$ cat src/rtl/cdb_pkg.sv
// Shared types and constants for the common data bus (CDB) arbiter.
// The message struct is the payload held in the output register and the skid buffers.
package cdb_pkg;

    localparam int DATA_W = 32;
    localparam int TAG_W  = 8;

    localparam logic [TAG_W-1:0] TAG_NONE = 8'd0;

    typedef struct packed {
        logic [DATA_W-1:0] data;
        logic [TAG_W-1:0]  tag;
    } cdb_msg_t;

    // The value the CDB carries when nothing is broadcast.
    function automatic cdb_msg_t cdb_idle();
        cdb_msg_t m;
        m.data = 32'd0;
        m.tag  = TAG_NONE;
        return m;
    endfunction

endpackage

$ cat src/rtl/cdb_rr_picker.sv
// Combinational round-robin picker: returns the first set bit of req_mask_i,
// scanning upward from rr_ptr_i and wrapping from NUM_REQ-1 back to 0.
module cdb_rr_picker #(
    parameter int  NUM_REQ = 4,
    localparam int IW      = $clog2(NUM_REQ)
) (
    input  logic [NUM_REQ-1:0] req_mask_i,
    input  logic [IW-1:0]      rr_ptr_i,
    output logic               any_o,
    output logic [IW-1:0]      winner_o
);

    logic [IW:0]   sum_s;
    logic [IW-1:0] idx_s;

    // Scan from the farthest offset down to offset 0 so the nearest request wins.
    always_comb begin
        any_o    = 1'b0;
        winner_o = '0;
        sum_s    = '0;
        idx_s    = '0;
        for (int k = NUM_REQ - 1; k >= 0; k--) begin
            sum_s    = {1'b0, rr_ptr_i} + (IW + 1)'(k);
            idx_s    = (sum_s >= (IW + 1)'(NUM_REQ)) ? IW'(sum_s - (IW + 1)'(NUM_REQ))
                                                     : IW'(sum_s);
            any_o    = any_o | req_mask_i[idx_s];
            winner_o = req_mask_i[idx_s] ? idx_s : winner_o;
        end
    end

endmodule

$ cat src/rtl/cdb_arbiter.sv
// Round-robin CDB arbiter: grants one requester per cycle and registers its result onto the CDB.
// Define CDB_SKID_EN to add a one-entry input buffer per port with registered req_ready.
module cdb_arbiter
    import cdb_pkg::*;
#(
    parameter int  NUM_REQ = 4,
    parameter int  DATA_W  = cdb_pkg::DATA_W,
    parameter int  TAG_W   = cdb_pkg::TAG_W,
    localparam int IW      = $clog2(NUM_REQ)
) (
    input  logic                       clk,
    input  logic                       reset,
    input  logic                       en,
    input  logic [NUM_REQ-1:0]         req_valid,
    input  logic [NUM_REQ*DATA_W-1:0]  req_data,
    input  logic [NUM_REQ*TAG_W-1:0]   req_tag,
    output logic [NUM_REQ-1:0]         req_ready,
    output logic                       cdb_valid,
    output logic [DATA_W-1:0]          data_out_CDB,
    output logic [TAG_W-1:0]           tag_out_CDB,
    output logic [IW-1:0]              grant_id
);

    logic [IW-1:0]      rr_ptr_q, rr_ptr_d;
    logic [IW-1:0]      grant_id_q, grant_id_d;
    logic               out_valid_q, out_valid_d;
    cdb_msg_t           out_msg_q, out_msg_d;

    logic [NUM_REQ-1:0] arb_mask_s;
    logic [NUM_REQ-1:0] ready_s;
    logic               any_s;
    logic [IW-1:0]      winner_s;
    cdb_msg_t           win_msg_s;

    cdb_rr_picker #(
        .NUM_REQ (NUM_REQ)
    ) u_picker (
        .req_mask_i (arb_mask_s),
        .rr_ptr_i   (rr_ptr_q),
        .any_o      (any_s),
        .winner_o   (winner_s)
    );

`ifdef CDB_SKID_EN
    logic [NUM_REQ-1:0] buf_valid_q, buf_valid_d;
    cdb_msg_t           buf_msg_q [NUM_REQ];
    cdb_msg_t           buf_msg_d [NUM_REQ];

    // Arbitrate over buffered entries; ready depends only on buffer occupancy.
    always_comb begin
        arb_mask_s = en ? buf_valid_q : '0;
        ready_s    = reset ? ~buf_valid_q : '0;
        win_msg_s  = buf_msg_q[winner_s];
    end

    // A full buffer is never ready, so a port cannot be pushed and popped together.
    always_comb begin
        buf_valid_d = buf_valid_q;
        for (int i = 0; i < NUM_REQ; i++) begin
            buf_msg_d[i] = buf_msg_q[i];
            if (req_valid[i] && ready_s[i]) begin
                buf_valid_d[i]   = 1'b1;
                buf_msg_d[i].data = req_data[i*DATA_W +: DATA_W];
                buf_msg_d[i].tag  = req_tag[i*TAG_W +: TAG_W];
            end else if (any_s && (winner_s == IW'(i))) begin
                buf_valid_d[i] = 1'b0;
            end else begin
                buf_valid_d[i] = buf_valid_q[i];
            end
        end
    end

    // Skid buffer registers; reset discards anything accepted but not yet broadcast.
    always_ff @(posedge clk) begin
        if (!reset) begin
            buf_valid_q <= '0;
            for (int i = 0; i < NUM_REQ; i++) begin
                buf_msg_q[i] <= cdb_idle();
            end
        end else begin
            buf_valid_q <= buf_valid_d;
            for (int i = 0; i < NUM_REQ; i++) begin
                buf_msg_q[i] <= buf_msg_d[i];
            end
        end
    end
`else
    // Direct arbitration over live requests; ready is a function of valid, pointer and en.
    always_comb begin
        arb_mask_s     = en ? req_valid : '0;
        ready_s        = (reset && any_s) ? (NUM_REQ'(1) << winner_s) : '0;
        win_msg_s.data = req_data[int'(winner_s)*DATA_W +: DATA_W];
        win_msg_s.tag  = req_tag[int'(winner_s)*TAG_W +: TAG_W];
    end
`endif

    // Pointer advance and output register load; tag-0 transfers are consumed silently.
    always_comb begin
        rr_ptr_d    = rr_ptr_q;
        grant_id_d  = grant_id_q;
        out_valid_d = 1'b0;
        out_msg_d   = cdb_idle();
        if (any_s) begin
            rr_ptr_d = (winner_s == IW'(NUM_REQ - 1)) ? '0 : winner_s + IW'(1);
            if (win_msg_s.tag != TAG_NONE) begin
                out_valid_d = 1'b1;
                out_msg_d   = win_msg_s;
                grant_id_d  = winner_s;
            end else begin
                out_valid_d = 1'b0;
                out_msg_d   = cdb_idle();
            end
        end else begin
            rr_ptr_d = rr_ptr_q;
        end
    end

    // State and CDB output registers.
    always_ff @(posedge clk) begin
        if (!reset) begin
            rr_ptr_q    <= '0;
            grant_id_q  <= '0;
            out_valid_q <= 1'b0;
            out_msg_q   <= cdb_idle();
        end else begin
            rr_ptr_q    <= rr_ptr_d;
            grant_id_q  <= grant_id_d;
            out_valid_q <= out_valid_d;
            out_msg_q   <= out_msg_d;
        end
    end

    assign req_ready    = ready_s;
    assign cdb_valid    = out_valid_q;
    assign data_out_CDB = out_msg_q.data;
    assign tag_out_CDB  = out_msg_q.tag;
    assign grant_id     = grant_id_q;

endmodule
$ cat config.mk
export PLATFORM = sky130hd
export DESIGN_NAME = cdb_arbiter
export DESIGN_NICKNAME = d
export VERILOG_FILES = /design/src/rtl/cdb_pkg.sv /design/src/rtl/cdb_rr_picker.sv /design/src/rtl/cdb_arbiter.sv
export SDC_FILE = /design/constraint.sdc
export NUM_CORES = 1
export LEC_CHECK = 0
export CAP_MARGIN = 20
export CELL_PAD_IN_SITES_DETAIL_PLACEMENT = 1
export CELL_PAD_IN_SITES_GLOBAL_PLACEMENT = 1
export CORE_MARGIN = 2
export CORE_UTILIZATION = 23
export DETAILED_ROUTE_END_ITERATION = 10
export GPL_TIMING_DRIVEN = 0
export HOLD_SLACK_MARGIN = 0.06
export PLACE_DENSITY_LB_ADDON = 0.05
export SLEW_MARGIN = 20
export SYNTH_ARGS = -nofsm -noshare
export SYNTH_HDL_FRONTEND = slang
export SYNTH_SLANG_ARGS = --single-unit
$ cat constraint.sdc
create_clock -name clk -period 2.21 [get_ports clk]
set_input_delay 0.3315 -clock clk [delete_from_list [all_inputs] [get_ports clk]]
set_output_delay 0.3315 -clock clk [all_outputs]
set_load 0.05 [all_outputs]
==> results summary <==
Clock tree synthesis selected as its root buffer the cell sky130_fd_sc_hd__clkbuf_16. The count of input and output buffers is 213. The mux contribution to synthesized area came out at 35.2%. The via-per-instance ratio is 4.64. After floorplanning, the core was divided into 42 placement rows.

The detail route stage leaves a number of antenna-violating nets equal to 0. The xor and xnor area share after synthesis came out at 0%. By area, the combinational part of the netlist is dominated by multiplexers. The largest individual stage delay along the critical path comes from the cell sky130_fd_sc_hd__dfxtp_4. The post-route fraction of the period consumed by the critical path is 100%. The number of max-slew violations in the final report came to 0. The worst setup path is captured at an output pin.

The average detailed-routed wire length per instance came out at 17.7 µm. The number of enable-type register cells in the synthesized netlist came out at 0. The maximum level of the CTS H-tree is 2. The later pin in the worst-skew pair is clocked with a latency of 0.30 ns. The die covers 0.0146 mm². The top cell type by area accounts for 28.6% of the synthesized area. The layout cell share with drive strength beyond 1 is 26.9%. The worst vdd rail ir drop came out at 0.276 mV. The summed instance area of the synthesized netlist is 0.00315 mm².

At the pin with the least slew margin, the transition time is 0.570 ns. The critical path starts at rr_ptr_q[1]. The maximum operating frequency is 0.452 GHz. The signal on the critical path passes through buf_4 -> a2bb2oi_2 -> o21ai_4 -> buf_12 -> clkinv_8 -> ha_4 -> and3_4 -> buf_8. The initial antenna violation count is 0. The largest incremental delay on the critical path is 0.37 ns. The clock input transition at the sequential cells of the worst setup and hold paths is 0.06 ns. TritonCTS built the clock tree. The smallest hold slack came out at 0.485 ns. The kind of cell with the highest combined delay along the critical path is buffers and inverters. The global-route wire length before repair came out at 19100 µm. The predominant post-synthesis flop cell is sky130_fd_sc_hd__dfxtp_1. Synthesis produced a netlist with a net count of 472.

The floorplan die width came out at 121 µm. In the post-synthesis netlist, the biggest area contributors are sky130_fd_sc_hd__dfxtp_1 29%, sky130_fd_sc_hd__mux2_4 24%, sky130_fd_sc_hd__nand3_1 10%, sky130_fd_sc_hd__mux4_2 5.7%, sky130_fd_sc_hd__a21oi_1 5.4%. The sequential-to-total area share from yosys stat came out at 28.6%. The post-synthesis instance total came out at 301. The die extent in y came out at 121 µm. The area share of fa/ha/maj cells after synthesis is 1.59%. The number of global-route vias before repair was 3572. The checks that failed: negative setup slack. The start of the worst register-to-register path is rr_ptr_q[1].

The flow ran to the end, but the final reports show violations. The critical path arrival is 1.88 ns. Once the floorplan was initialized, standard cells occupied 23.7% of the core. The leakage power came out at 0.00231 µW. The maximum clock insertion buffer count is 2.

The area growth from synthesis to final layout is 89.4%. For this block, the via count after detailed routing is 3321. Counting tap cells, the placed design contains a total of 690 instances. The detailed router finished its first iteration with 96 violations. The cell type contributing the most total cell area after synthesis is sky130_fd_sc_hd__dfxtp_1. Of all flip-flops after synthesis, the portion carrying an async set or reset was 0%.

The routability-driven placement congestion ratio is 0.720. The worst hold path begins at grant_id[1]. The required time of the critical path came out at 1.88 ns. In the global route stage, overall resource usage came out at 17.1%. The total clock buffers created by CTS came out at 5. Setup repair after global routing could not meet its margin everywhere. By startpoint and endpoint, the worst setup path is classified as reg2out.

The kind of start point of the critical path is a flop. The count of nets after finishing is 709. The total number of yosys warnings came out at 0. Entering global routing, the biggest net connects 14 pins. The cell area power density came out at 476 mW/mm².

On the final layout, the worst clock skew is 0.00854 ns. Headroom to the max-slew limit came out at 61.7%. The min-delay analysis places its worst path in the category reg2reg. The setup-violating endpoint count in the final report came out at 1. The core region is 0.0133 mm².

Detailed placement finished with a half-perimeter wire length of 9650 µm. The number of antenna diodes in the final layout is 0. The mean instance size in the synthesized netlist came out at 10.5 µm².

The sum of buffers and inverters on the critical path came out at 4. The smallest clock period supported by the final layout is computed as 2.21 ns. The number of hold violations in the final report is 0. The first TritonRoute pass finished after 4 iterations. Along the worst path, the maximum fanout reaches 6. The clock drives 45 sinks. The total wirelength of the detailed-routed design came out at 12700 µm. Across the run, the number of max-cap violations was 0. The register bit total from synthesis is 45. 214 I/O pins were placed. The residual DRC count is 0. The filler-free cell count of the finished design is 715. The final global-route overflow total is 0. The fraction of the mapped netlist area in simple logic gates came out at 16.7%.

The count of distinct cell types in the synthesized netlist came out at 37. The post-route worst setup slack is -0.00198 ns. The synthesized netlist devotes 9.67% of its cell area to compound gates.
-- tightest hold or removal path, delay by kind of cell (launching register included) --
kind / cells / cell delay, ns
flops: 1 / 0.31
simple gates: 1 / 0.06
mux: 1 / 0.06
-- repair_timing --
item                       4_1_cts  5_1_grt
hold buffers                     0        0
setup endpoints to repair       46       37
setup buffers                   16        8
gates cloned                     0        0
resized for setup               66       16
pin swaps                        5        6
-- cell usage after synthesis, types with 3 or more instances --
| master | number |
|---|---|
| sky130_fd_sc_hd__mux4_2 | 8 |
| sky130_fd_sc_hd__buf_12 | 6 |
| sky130_fd_sc_hd__nor2b_1 | 9 |
| sky130_fd_sc_hd__and3_1 | 4 |
| sky130_fd_sc_hd__mux2_2 | 14 |
| sky130_fd_sc_hd__ha_1 | 4 |
| sky130_fd_sc_hd__buf_6 | 3 |
| sky130_fd_sc_hd__dfxtp_1 | 45 |
| sky130_fd_sc_hd__buf_2 | 11 |
| sky130_fd_sc_hd__inv_1 | 3 |
| sky130_fd_sc_hd__clkbuf_1 | 5 |
| sky130_fd_sc_hd__a21oi_1 | 34 |
| sky130_fd_sc_hd__nor4_1 | 8 |
| sky130_fd_sc_hd__nand3_1 | 64 |
| sky130_fd_sc_hd__mux2_4 | 50 |
| sky130_fd_sc_hd__nand2_1 | 8 |
-- power breakdown --
group,internal (µW),switching [µW]
logic,656,484
registers,859,17.6
clock network,480,340
total,2000,842
-- path summary, 6_finish.rpt --
check,cells after the start,slack (ns),endpoint
setup / recovery,8,-0.002,req_ready[1]
hold / removal,2,0.49,grant_id[1]
setup reg to reg,7,0.16,tag_out_CDB[5]
hold reg to reg,2,0.49,grant_id[1]
-- metal layers --
layer  GRT usage, %  routed length, µm  share of wire, %
met1           19.9               5100                40
met2           30.9               6600                52
met3           3.95                770               6.1
met4           5.01                192               1.5
met5              0                  0                 0
-- metrics by stage --
step	instance area, µm²	setup TNS [ns]	setup WS (ns)	total power (µW)	util, %
6_report	5960	-0.00198	-0.00198	2840	44.8
3_5_place_dp	5510	-23.29	-1.50	1980	41.5
3_3_place_gp	5510	-20.16	-1.49	1970	41.5
2_1_floorplan	3160	-0.0135	-0.0135	1490	-
5_1_grt	5960	-0.192	-0.0665	2980	44.8
4_1_cts	5910	-0.493	-0.138	2880	44.4
-- cell type report --
class                      instances  area [µm²]
clock inverter                     1        5.00
timing repair buffer             235        2340
inverter                           5        36.3
sequential                        45         908
tap                              176         220
buffer                            21         196
clock buffer                       7         153
fill                            1509        7340
multi-input combinational        225        2100
-- sequential cells by signal, summed over array words and instances, names as in the netlist --
signal / count
cdb_valid: 1
grant_id: 2
tag_out_CDB: 8
rr_ptr_q: 2
data_out_CDB: 32
-- logic make-up (layout without fill, tap and decap cells) --
family	Yosys count	after routing
buffers and inverters	31	269
muxes	74	74
DFF	45	45
and+or+nand+nor	101	101
AOI/OAI and AO/OA	46	46
adders and majority gates	4	4
-- cells in the final DEF, fill, tap and decap left out, drive strengths merged, types with 2 or more instances in the layout --
cell type,synthesis,final
clkdlybuf4s50,0,204
inv,5,4
ha,4,4
mux2i,2,2
nand3,64,64
dfxtp,45,45
o21ai,2,2
buf,21,40
nand2,8,8
and3,4,4
nor4,8,8
a21oi,34,34
mux4,8,8
nor3,2,2
dlygate4sd2,0,3
nor2,2,2
clkdlybuf4s15,0,2
nor2b,9,9
mux2,64,64
clkinv,0,2
clkbuf,5,14
a31oi,2,2
Note: power is estimated with default switching activity, not from simulation.
